`src/rtl/fc_logits_mac_if.sv`:
```
// Feature stream, weight ROM port, bias/logit buses and status for fc_logits_mac.
// The slave modport is the MAC block; master is the surrounding datapath.
interface fc_logits_mac_if #(
  parameter int NUM_IN      = 64,
  parameter int NUM_CLASSES = 10,
  parameter int IN_W        = 8,
  parameter int W_W         = 8,
  parameter int ACC_W       = 32
);
  localparam int AW = $clog2(NUM_IN);

  logic                         start;
  logic                         in_valid;
  logic                         in_ready;
  logic [IN_W-1:0]              in_data;
  logic                         w_rd_en;
  logic [AW-1:0]                w_addr;
  logic [NUM_CLASSES*W_W-1:0]   w_row;
  logic [NUM_CLASSES*ACC_W-1:0] bias_in;
  logic [NUM_CLASSES*ACC_W-1:0] logits;
  logic                         busy;
  logic                         done;

  modport slave (
    input  start, in_valid, in_data, w_row, bias_in,
    output in_ready, w_rd_en, w_addr, logits, busy, done
  );

  modport master (
    output start, in_valid, in_data, w_row, bias_in,
    input  in_ready, w_rd_en, w_addr, logits, busy, done
  );
endinterface

```
`src/rtl/fc_logits_mac.sv`:
```
// Final fully-connected layer: streams NUM_IN features against ROM weight rows and
// accumulates NUM_CLASSES bias-seeded logits for the argmax stage.
//
// state | meaning
// IDLE  | waiting for start, accumulators hold last result (or reset zeros)
// LOAD  | one cycle after bias load, no MAC activity
// RUN   | accepting features; MAC trails each accepted beat by one cycle
// DONE  | logits final and held, done high until next start
module fc_logits_mac #(
  parameter int NUM_IN      = 64,
  parameter int NUM_CLASSES = 10,
  parameter int IN_W        = 8,
  parameter int W_W         = 8,
  parameter int ACC_W       = 32
) (
  input  logic                clk,
  input  logic                reset,
  fc_logits_mac_if.slave      bus
);
  localparam int AW = $clog2(NUM_IN);
  localparam int CW = $clog2(NUM_IN + 1);
  localparam int PW = IN_W + W_W;

  typedef enum logic [1:0] {S_IDLE, S_LOAD, S_RUN, S_DONE} state_e;

  state_e                       state_q, state_d;
  logic [CW-1:0]                count_q, count_d;
  logic [NUM_CLASSES*ACC_W-1:0] acc_q, acc_d;
  logic [IN_W-1:0]              f_q, f_d;
  logic                         mac_pend_q, mac_pend_d;
  logic                         in_ready;
  logic                         w_rd_en;

  // Both operands widened to the full product width so the low PW bits are exact.
  function automatic logic [ACC_W-1:0] mac_term(input logic [IN_W-1:0] f,
                                                input logic [W_W-1:0]  w);
    logic [PW-1:0] p;
    p = {{W_W{f[IN_W-1]}}, f} * {{IN_W{w[W_W-1]}}, w};
    return {{(ACC_W-PW){p[PW-1]}}, p};
  endfunction

  always_ff @(posedge clk) begin
    if (reset) begin
      state_q    <= S_IDLE;
      count_q    <= '0;
      acc_q      <= '0;
      f_q        <= '0;
      mac_pend_q <= 1'b0;
    end else begin
      state_q    <= state_d;
      count_q    <= count_d;
      acc_q      <= acc_d;
      f_q        <= f_d;
      mac_pend_q <= mac_pend_d;
    end
  end

  always_comb begin
    state_d    = state_q;
    count_d    = count_q;
    acc_d      = acc_q;
    f_d        = f_q;
    mac_pend_d = 1'b0;
    in_ready   = 1'b0;
    w_rd_en    = 1'b0;
    case (state_q)
      S_IDLE, S_DONE: begin
        if (bus.start) begin
          acc_d   = bus.bias_in;
          count_d = '0;
          state_d = S_LOAD;
        end
      end
      S_LOAD: state_d = S_RUN;
      S_RUN: begin
        in_ready = (count_q < CW'(NUM_IN));
        if (bus.in_valid && in_ready) begin
          w_rd_en    = 1'b1;
          f_d        = bus.in_data;
          mac_pend_d = 1'b1;
          count_d    = count_q + CW'(1);
        end
        // w_row now holds the row read for the beat registered in f_q.
        if (mac_pend_q) begin
          for (int k = 0; k < NUM_CLASSES; k++) begin
            acc_d[k*ACC_W +: ACC_W] = acc_q[k*ACC_W +: ACC_W]
                                      + mac_term(f_q, bus.w_row[k*W_W +: W_W]);
          end
        end
        if (count_q == CW'(NUM_IN) && !mac_pend_q) state_d = S_DONE;
      end
      default: state_d = S_IDLE;
    endcase
  end

  assign bus.in_ready = in_ready;
  assign bus.w_rd_en  = w_rd_en;
  assign bus.w_addr   = count_q[AW-1:0];
  assign bus.logits   = acc_q;
  assign bus.busy     = (state_q == S_LOAD) || (state_q == S_RUN);
  assign bus.done     = (state_q == S_DONE);
endmodule

```
`src/flat_wrapper.sv`:
```
// flat-port wrapper written by rule: the top's interface ports become plain ports
module fc_logits_mac_flat 
#(
  parameter int NUM_IN      = 64,
  parameter int NUM_CLASSES = 10,
  parameter int IN_W        = 8,
  parameter int W_W         = 8,
  parameter int ACC_W       = 32
)
  (clk, reset, bus_start, bus_in_valid, bus_in_data, bus_w_row, bus_bias_in, bus_in_ready, bus_w_rd_en, bus_w_addr, bus_logits, bus_busy, bus_done);
  fc_logits_mac_if #(.NUM_IN(NUM_IN), .NUM_CLASSES(NUM_CLASSES), .IN_W(IN_W), .W_W(W_W), .ACC_W(ACC_W)) bus_i ();
  input  logic clk;
  input  logic reset;
  input wire logic [$bits(bus_i.start)-1:0] bus_start;
  input wire logic [$bits(bus_i.in_valid)-1:0] bus_in_valid;
  input wire logic [$bits(bus_i.in_data)-1:0] bus_in_data;
  input wire logic [$bits(bus_i.w_row)-1:0] bus_w_row;
  input wire logic [$bits(bus_i.bias_in)-1:0] bus_bias_in;
  output wire logic [$bits(bus_i.in_ready)-1:0] bus_in_ready;
  output wire logic [$bits(bus_i.w_rd_en)-1:0] bus_w_rd_en;
  output wire logic [$bits(bus_i.w_addr)-1:0] bus_w_addr;
  output wire logic [$bits(bus_i.logits)-1:0] bus_logits;
  output wire logic [$bits(bus_i.busy)-1:0] bus_busy;
  output wire logic [$bits(bus_i.done)-1:0] bus_done;
  assign bus_i.start = bus_start;
  assign bus_i.in_valid = bus_in_valid;
  assign bus_i.in_data = bus_in_data;
  assign bus_i.w_row = bus_w_row;
  assign bus_i.bias_in = bus_bias_in;
  assign bus_in_ready = bus_i.in_ready;
  assign bus_w_rd_en = bus_i.w_rd_en;
  assign bus_w_addr = bus_i.w_addr;
  assign bus_logits = bus_i.logits;
  assign bus_busy = bus_i.busy;
  assign bus_done = bus_i.done;
  fc_logits_mac #(.NUM_IN(NUM_IN), .NUM_CLASSES(NUM_CLASSES), .IN_W(IN_W), .W_W(W_W), .ACC_W(ACC_W)) u_core (.clk(clk), .reset(reset), .bus(bus_i));
endmodule
```
`config.mk`:
```
export PLATFORM = sky130hd
export DESIGN_NAME = fc_logits_mac_flat
export DESIGN_NICKNAME = d
export VERILOG_FILES = /design/src/rtl/fc_logits_mac_if.sv /design/src/rtl/fc_logits_mac.sv /design/src/flat_wrapper.sv
export SDC_FILE = /design/constraint.sdc
export NUM_CORES = 2
export LEC_CHECK = 0
export CORE_UTILIZATION = 45
export DETAILED_ROUTE_END_ITERATION = 6
export PLACE_DENSITY = 0.79
export SLEW_MARGIN = 30
export SYNTH_ARGS = -nofsm -noshare
export SYNTH_HDL_FRONTEND = slang
export SYNTH_SLANG_ARGS = --single-unit
```
`constraint.sdc`:
```
create_clock -name clk -period 11.95 [get_ports clk]
set_input_delay 2.39 -clock clk [delete_from_list [all_inputs] [get_ports clk]]
set_output_delay 2.39 -clock clk [all_outputs]
set_load 0.01 [all_outputs]
```
==> flow_results.xml <==
<?xml version="1.0" encoding="UTF-8"?>
<metrics>
  <group name="status">
    <metric name="outcome" unit="">completed</metric>
  </group>
  <group name="synth">
    <metric name="synth-adder-area-share" unit="">0.347</metric>
    <metric name="yosys_warnings" unit="">0</metric>
    <metric name="synth-compound-area-share" unit="">0.187</metric>
    <metric name="synthesis.area_per_instance" unit="um^2">8.23</metric>
    <metric name="synth_fp_nets" unit="">8245</metric>
    <metric name="ys_async_sr_fraction" unit="">0</metric>
    <metric name="ys_ff_latch" unit="">338</metric>
    <metric name="synth-xor-area-share" unit="">0.0656</metric>
    <metric name="synth_top_family_by_area" unit="">adder cells</metric>
    <metric name="post_synth_num_cell_types" unit="">99</metric>
    <metric name="synth_enable_flop_cells" unit="">0</metric>
    <metric name="synthSimpleGateAreaFrac" unit="">0.166</metric>
    <metric name="synth-seq-area-share" unit="">0.124</metric>
    <metric name="post_synth_instance_area" unit="um^2">54700</metric>
    <metric name="ys.flop_type" unit="">sky130_fd_sc_hd__dfxtp_1</metric>
    <metric name="syn-instance-count" unit="">6650</metric>
    <metric name="synthMuxAreaShare" unit="">0.0290</metric>
  </group>
  <group name="finish">
    <metric name="fin_nets" unit="">8798</metric>
    <metric name="final_cell_mix" unit="">sky130_fd_sc_hd__inv_1, sky130_fd_sc_hd__clkdlybuf4s50_1, sky130_fd_sc_hd__ha_1, sky130_fd_sc_hd__fa_1, sky130_fd_sc_hd__a21oi_1</metric>
    <metric name="layout_cell_share_with_drive_strength_beyond_1" unit="">0.0291</metric>
    <metric name="post_route_design_area" unit="um^2">65400</metric>
    <metric name="utilization" unit="">0.543</metric>
    <metric name="stdcell_count" unit="">8893</metric>
    <metric name="layout.filler_cells" unit="">10900</metric>
    <metric name="final_common_cell" unit="">sky130_fd_sc_hd__inv_1</metric>
    <metric name="multi_input_gate_area" unit="um^2">43600</metric>
    <metric name="sequential_cell_area" unit="um^2">6800</metric>
    <metric name="area_delta_synth_final" unit="%">19.5</metric>
  </group>
  <group name="route">
    <metric name="route.met3.wl" unit="um">17100</metric>
    <metric name="route.detailed.drc" unit="">0</metric>
    <metric name="dr.max_layer_used" unit="">met5</metric>
    <metric name="m1WireLength" unit="um">72600</metric>
    <metric name="via_count_of_the_routed_design" unit="">50800</metric>
    <metric name="postRouteWirelength" unit="um">196000</metric>
    <metric name="drt_iter0_markers" unit="">3557</metric>
    <metric name="met2_wl" unit="um">93300</metric>
    <metric name="drt-pass1-iter-count" unit="">6</metric>
    <metric name="wl_per_cell" unit="um">22.1</metric>
    <metric name="detail_route.vias_per_cell" unit="">5.71</metric>
    <metric name="post_drt_antenna_nets" unit="">0</metric>
  </group>
  <group name="floorplanning">
    <metric name="die-width" unit="um">351</metric>
    <metric name="floorplan.core_area" unit="um^2">120000</metric>
    <metric name="initial_standard_cell_utilization_of_the_core" unit="">0.455</metric>
    <metric name="floorplan.rows" unit="">127</metric>
    <metric name="die_area" unit="um^2">123000</metric>
    <metric name="io_pins" unit="">742</metric>
    <metric name="die_height" unit="um">351</metric>
  </group>
  <group name="clock_network">
    <metric name="clk_path_buf_depth" unit="">3</metric>
    <metric name="cts_inserted_buffers" unit="">47</metric>
    <metric name="cts.htree.levels" unit="">2</metric>
    <metric name="postCtsSetupBuffers" unit="">0</metric>
    <metric name="cts_repair_resize_count" unit="">0</metric>
    <metric name="insertion_delay" unit="ns">0.65</metric>
    <metric name="post_cts_hold_buffer_count" unit="">0</metric>
    <metric name="cts_tree" unit="">done</metric>
    <metric name="clk_transition_reported_paths" unit="ns">0.06</metric>
    <metric name="cts_root_buf" unit="">sky130_fd_sc_hd__clkbuf_16</metric>
    <metric name="tritoncts_num_sinks" unit="">338</metric>
  </group>
  <group name="critical_path">
    <metric name="critical_path_top_delay_cell" unit="">sky130_fd_sc_hd__or2_1</metric>
    <metric name="critical-path-max-stage-delay" unit="ns">0.60</metric>
    <metric name="reg2reg_to" unit="">u_core.bus.logits[319]</metric>
    <metric name="setup.worst_path.start_class" unit="">primary input</metric>
    <metric name="critical_path.reg2reg.startpoint" unit="">u_core.f_q[2]</metric>
    <metric name="timing.critical_path.arrival" unit="ns">10.46</metric>
    <metric name="timing.reg2reg.setup_slack" unit="ns">3.18</metric>
    <metric name="criticalPathCategory" unit="">in -&gt; reg</metric>
    <metric name="timing.critical_path.to_type" unit="">flop</metric>
    <metric name="critical_path_required" unit="ns">12.50</metric>
    <metric name="rr_worst_depth" unit="">27</metric>
    <metric name="critPathLaunch" unit="">bus_w_row[75]</metric>
    <metric name="worst-path-max-fanout" unit="">19</metric>
  </group>
  <group name="min_path">
    <metric name="worst_hold_path_type" unit="">reg -&gt; reg</metric>
    <metric name="min-delay-start" unit="">u_core.bus.logits[66]</metric>
    <metric name="hold_path_depth" unit="">2</metric>
    <metric name="whs_endpoint" unit="">u_core.bus.logits[66]</metric>
  </group>
  <group name="timing">
    <metric name="fin_ws" unit="ns">2.04</metric>
    <metric name="finalCriticalPeriod" unit="ns">9.91</metric>
    <metric name="final_max_slew_viol_count" unit="">0</metric>
    <metric name="timing.final.crit_share" unit="">0.829</metric>
    <metric name="worst_slew_pin_slew" unit="ns">1.12</metric>
    <metric name="fin_skew" unit="ns">0.0447</metric>
    <metric name="max-slew-margin-rel" unit="">0.252</metric>
    <metric name="finalSetupViolCount" unit="">0</metric>
    <metric name="max_freq" unit="GHz">0.101</metric>
    <metric name="finalHoldViolations" unit="">0</metric>
    <metric name="fin_setup_tns" unit="ns">0</metric>
    <metric name="unrepaired_setup_endpoints_after_global_routing" unit="">false</metric>
    <metric name="hold_slack" unit="ns">0.480</metric>
  </group>
  <group name="pwr">
    <metric name="report.power.total" unit="mW">17.6</metric>
    <metric name="power_leakage" unit="nW">30.5</metric>
    <metric name="power.ir.vdd_worst" unit="mV">0.323</metric>
    <metric name="power.density" unit="nW/um^2">268</metric>
  </group>
  <group name="placed_design">
    <metric name="port_buffers" unit="">741</metric>
    <metric name="detailedPlacementHpwl" unit="um">156000</metric>
    <metric name="dpl-instance-area" unit="um^2">63600</metric>
    <metric name="placed_cells_incl_taps" unit="">8766</metric>
    <metric name="gpl.final_weighted_congestion" unit="">0.986</metric>
    <metric name="placement.setup.worst_slack" unit="ns">1.45</metric>
  </group>
  <group name="global_route">
    <metric name="grt_start_max_net_pins" unit="">216</metric>
    <metric name="grt_use_total" unit="">0.312</metric>
    <metric name="grt-ovfl-total" unit="">0</metric>
    <metric name="first_global_vias" unit="">50800</metric>
    <metric name="grt_pass1_wl" unit="um">295000</metric>
    <metric name="grt_antenna_before_repair" unit="">74</metric>
  </group>
  <group name="run">
    <metric name="max_cap_violations" unit="">0</metric>
  </group>
</metrics>
synthesized netlist by cell type (8+ instances only):
master,number,share of area
sky130_fd_sc_hd__clkbuf_1,245,0.017
sky130_fd_sc_hd__a2111oi_0,13,0.0021
sky130_fd_sc_hd__nor2_1,372,0.026
sky130_fd_sc_hd__o22ai_1,19,0.0022
sky130_fd_sc_hd__and4_1,23,0.0037
sky130_fd_sc_hd__nor3_1,77,0.0070
sky130_fd_sc_hd__a311oi_1,8,0.0013
sky130_fd_sc_hd__nor2b_1,93,0.011
sky130_fd_sc_hd__buf_1,21,0.0014
sky130_fd_sc_hd__nand4_1,48,0.0055
sky130_fd_sc_hd__a21o_1,179,0.025
sky130_fd_sc_hd__nand2_1,415,0.028
sky130_fd_sc_hd__and2_1,445,0.051
sky130_fd_sc_hd__o21a_1,43,0.0059
sky130_fd_sc_hd__and3_1,54,0.0062
sky130_fd_sc_hd__ha_1,623,0.14
sky130_fd_sc_hd__o31ai_1,17,0.0023
sky130_fd_sc_hd__mux2i_1,136,0.025
sky130_fd_sc_hd__or2_2,12,0.0014
sky130_fd_sc_hd__mux2_2,12,0.0025
sky130_fd_sc_hd__xor2_1,106,0.017
sky130_fd_sc_hd__a211o_1,14,0.0022
sky130_fd_sc_hd__mux2_1,8,0.0016
sky130_fd_sc_hd__nor3b_1,8,0.0011
sky130_fd_sc_hd__nand3b_1,11,0.0015
sky130_fd_sc_hd__or3_1,42,0.0048
sky130_fd_sc_hd__o211ai_1,40,0.0055
sky130_fd_sc_hd__nand3_1,90,0.0082
sky130_fd_sc_hd__o21ai_1,40,0.0037
sky130_fd_sc_hd__o2111ai_1,9,0.0014
sky130_fd_sc_hd__nand2b_1,55,0.0063
sky130_fd_sc_hd__xnor2_1,299,0.048
sky130_fd_sc_hd__inv_1,911,0.062
sky130_fd_sc_hd__o21ai_0,266,0.024
sky130_fd_sc_hd__fa_1,560,0.20
sky130_fd_sc_hd__o21bai_1,52,0.0071
sky130_fd_sc_hd__a211oi_1,153,0.021
sky130_fd_sc_hd__dfxtp_1,338,0.12
sky130_fd_sc_hd__a21oi_1,549,0.050
sky130_fd_sc_hd__o31a_1,8,0.0013
sky130_fd_sc_hd__a31oi_1,66,0.0075
sky130_fd_sc_hd__a221oi_1,8,0.0013
per-layer routing:
metal | GRT usage | vias up
met4 | 0.204 | 52
met5 | 0 | -
met1 | 0.349 | 24700
li1 | - | 23600
met3 | 0.0857 | 558
met2 | 0.521 | 1891
kinds of logic after synthesis:
group | count (synthesis)
buffers and inverters | 1187
flip-flops | 338
AND/OR/NAND/NOR | 1776
AO/OA/AOI/OAI | 1603
XOR/XNOR | 407
multiplexers | 156
adder cells (fa/ha/maj) | 1183
how the worst max path moves through the flow:
stage                     slack, ns  cells after the start                      to
after floorplan                2.76                     28  u_core.bus.logits[159]
after global placement         1.63                     26  u_core.bus.logits[319]
after detailed placement       1.45                     28  u_core.bus.logits[319]
after CTS                      2.06                     28  u_core.bus.logits[319]
after global routing           1.58                     28  u_core.bus.logits[319]
final                          2.04                     28  u_core.bus.logits[319]
state kept, by name, indices dropped and copies added, names as in the netlist:
| register | cells |
|---|---|
| u_core.bus.logits | 320 |
| u_core.count_q | 7 |
| u_core.f_q | 8 |
| u_core.mac_pend_q | 1 |
| u_core.state_q | 2 |
where the power goes:
group,internal [mW],switching (mW)
Combinational,5.70,8.20
Clock,0.936,0.647
Sequential,1.56,0.513
Total,8.20,9.36
cell type report:
type                            instances  area share
Timing Repair Buffer                  779       0.119
Antenna cell                           41     0.00157
Multi-Input combinational cell       5125       0.666
Clock inverter                         20     0.00442
Tap cell                             1612      0.0309
Clock buffer                           66      0.0216
Inverter                              912      0.0526
Sequential cell                       338       0.104
critical path, delay by kind of cell:
kind	cells	cell delay, ns
adders and majority gates	6	2.81
and+or+nand+nor	5	1.41
muxes	2	0.49
AOI/OAI and AO/OA	10	2.57
buffers and inverters	5	0.78
Note: power is estimated with default switching activity, not from simulation.
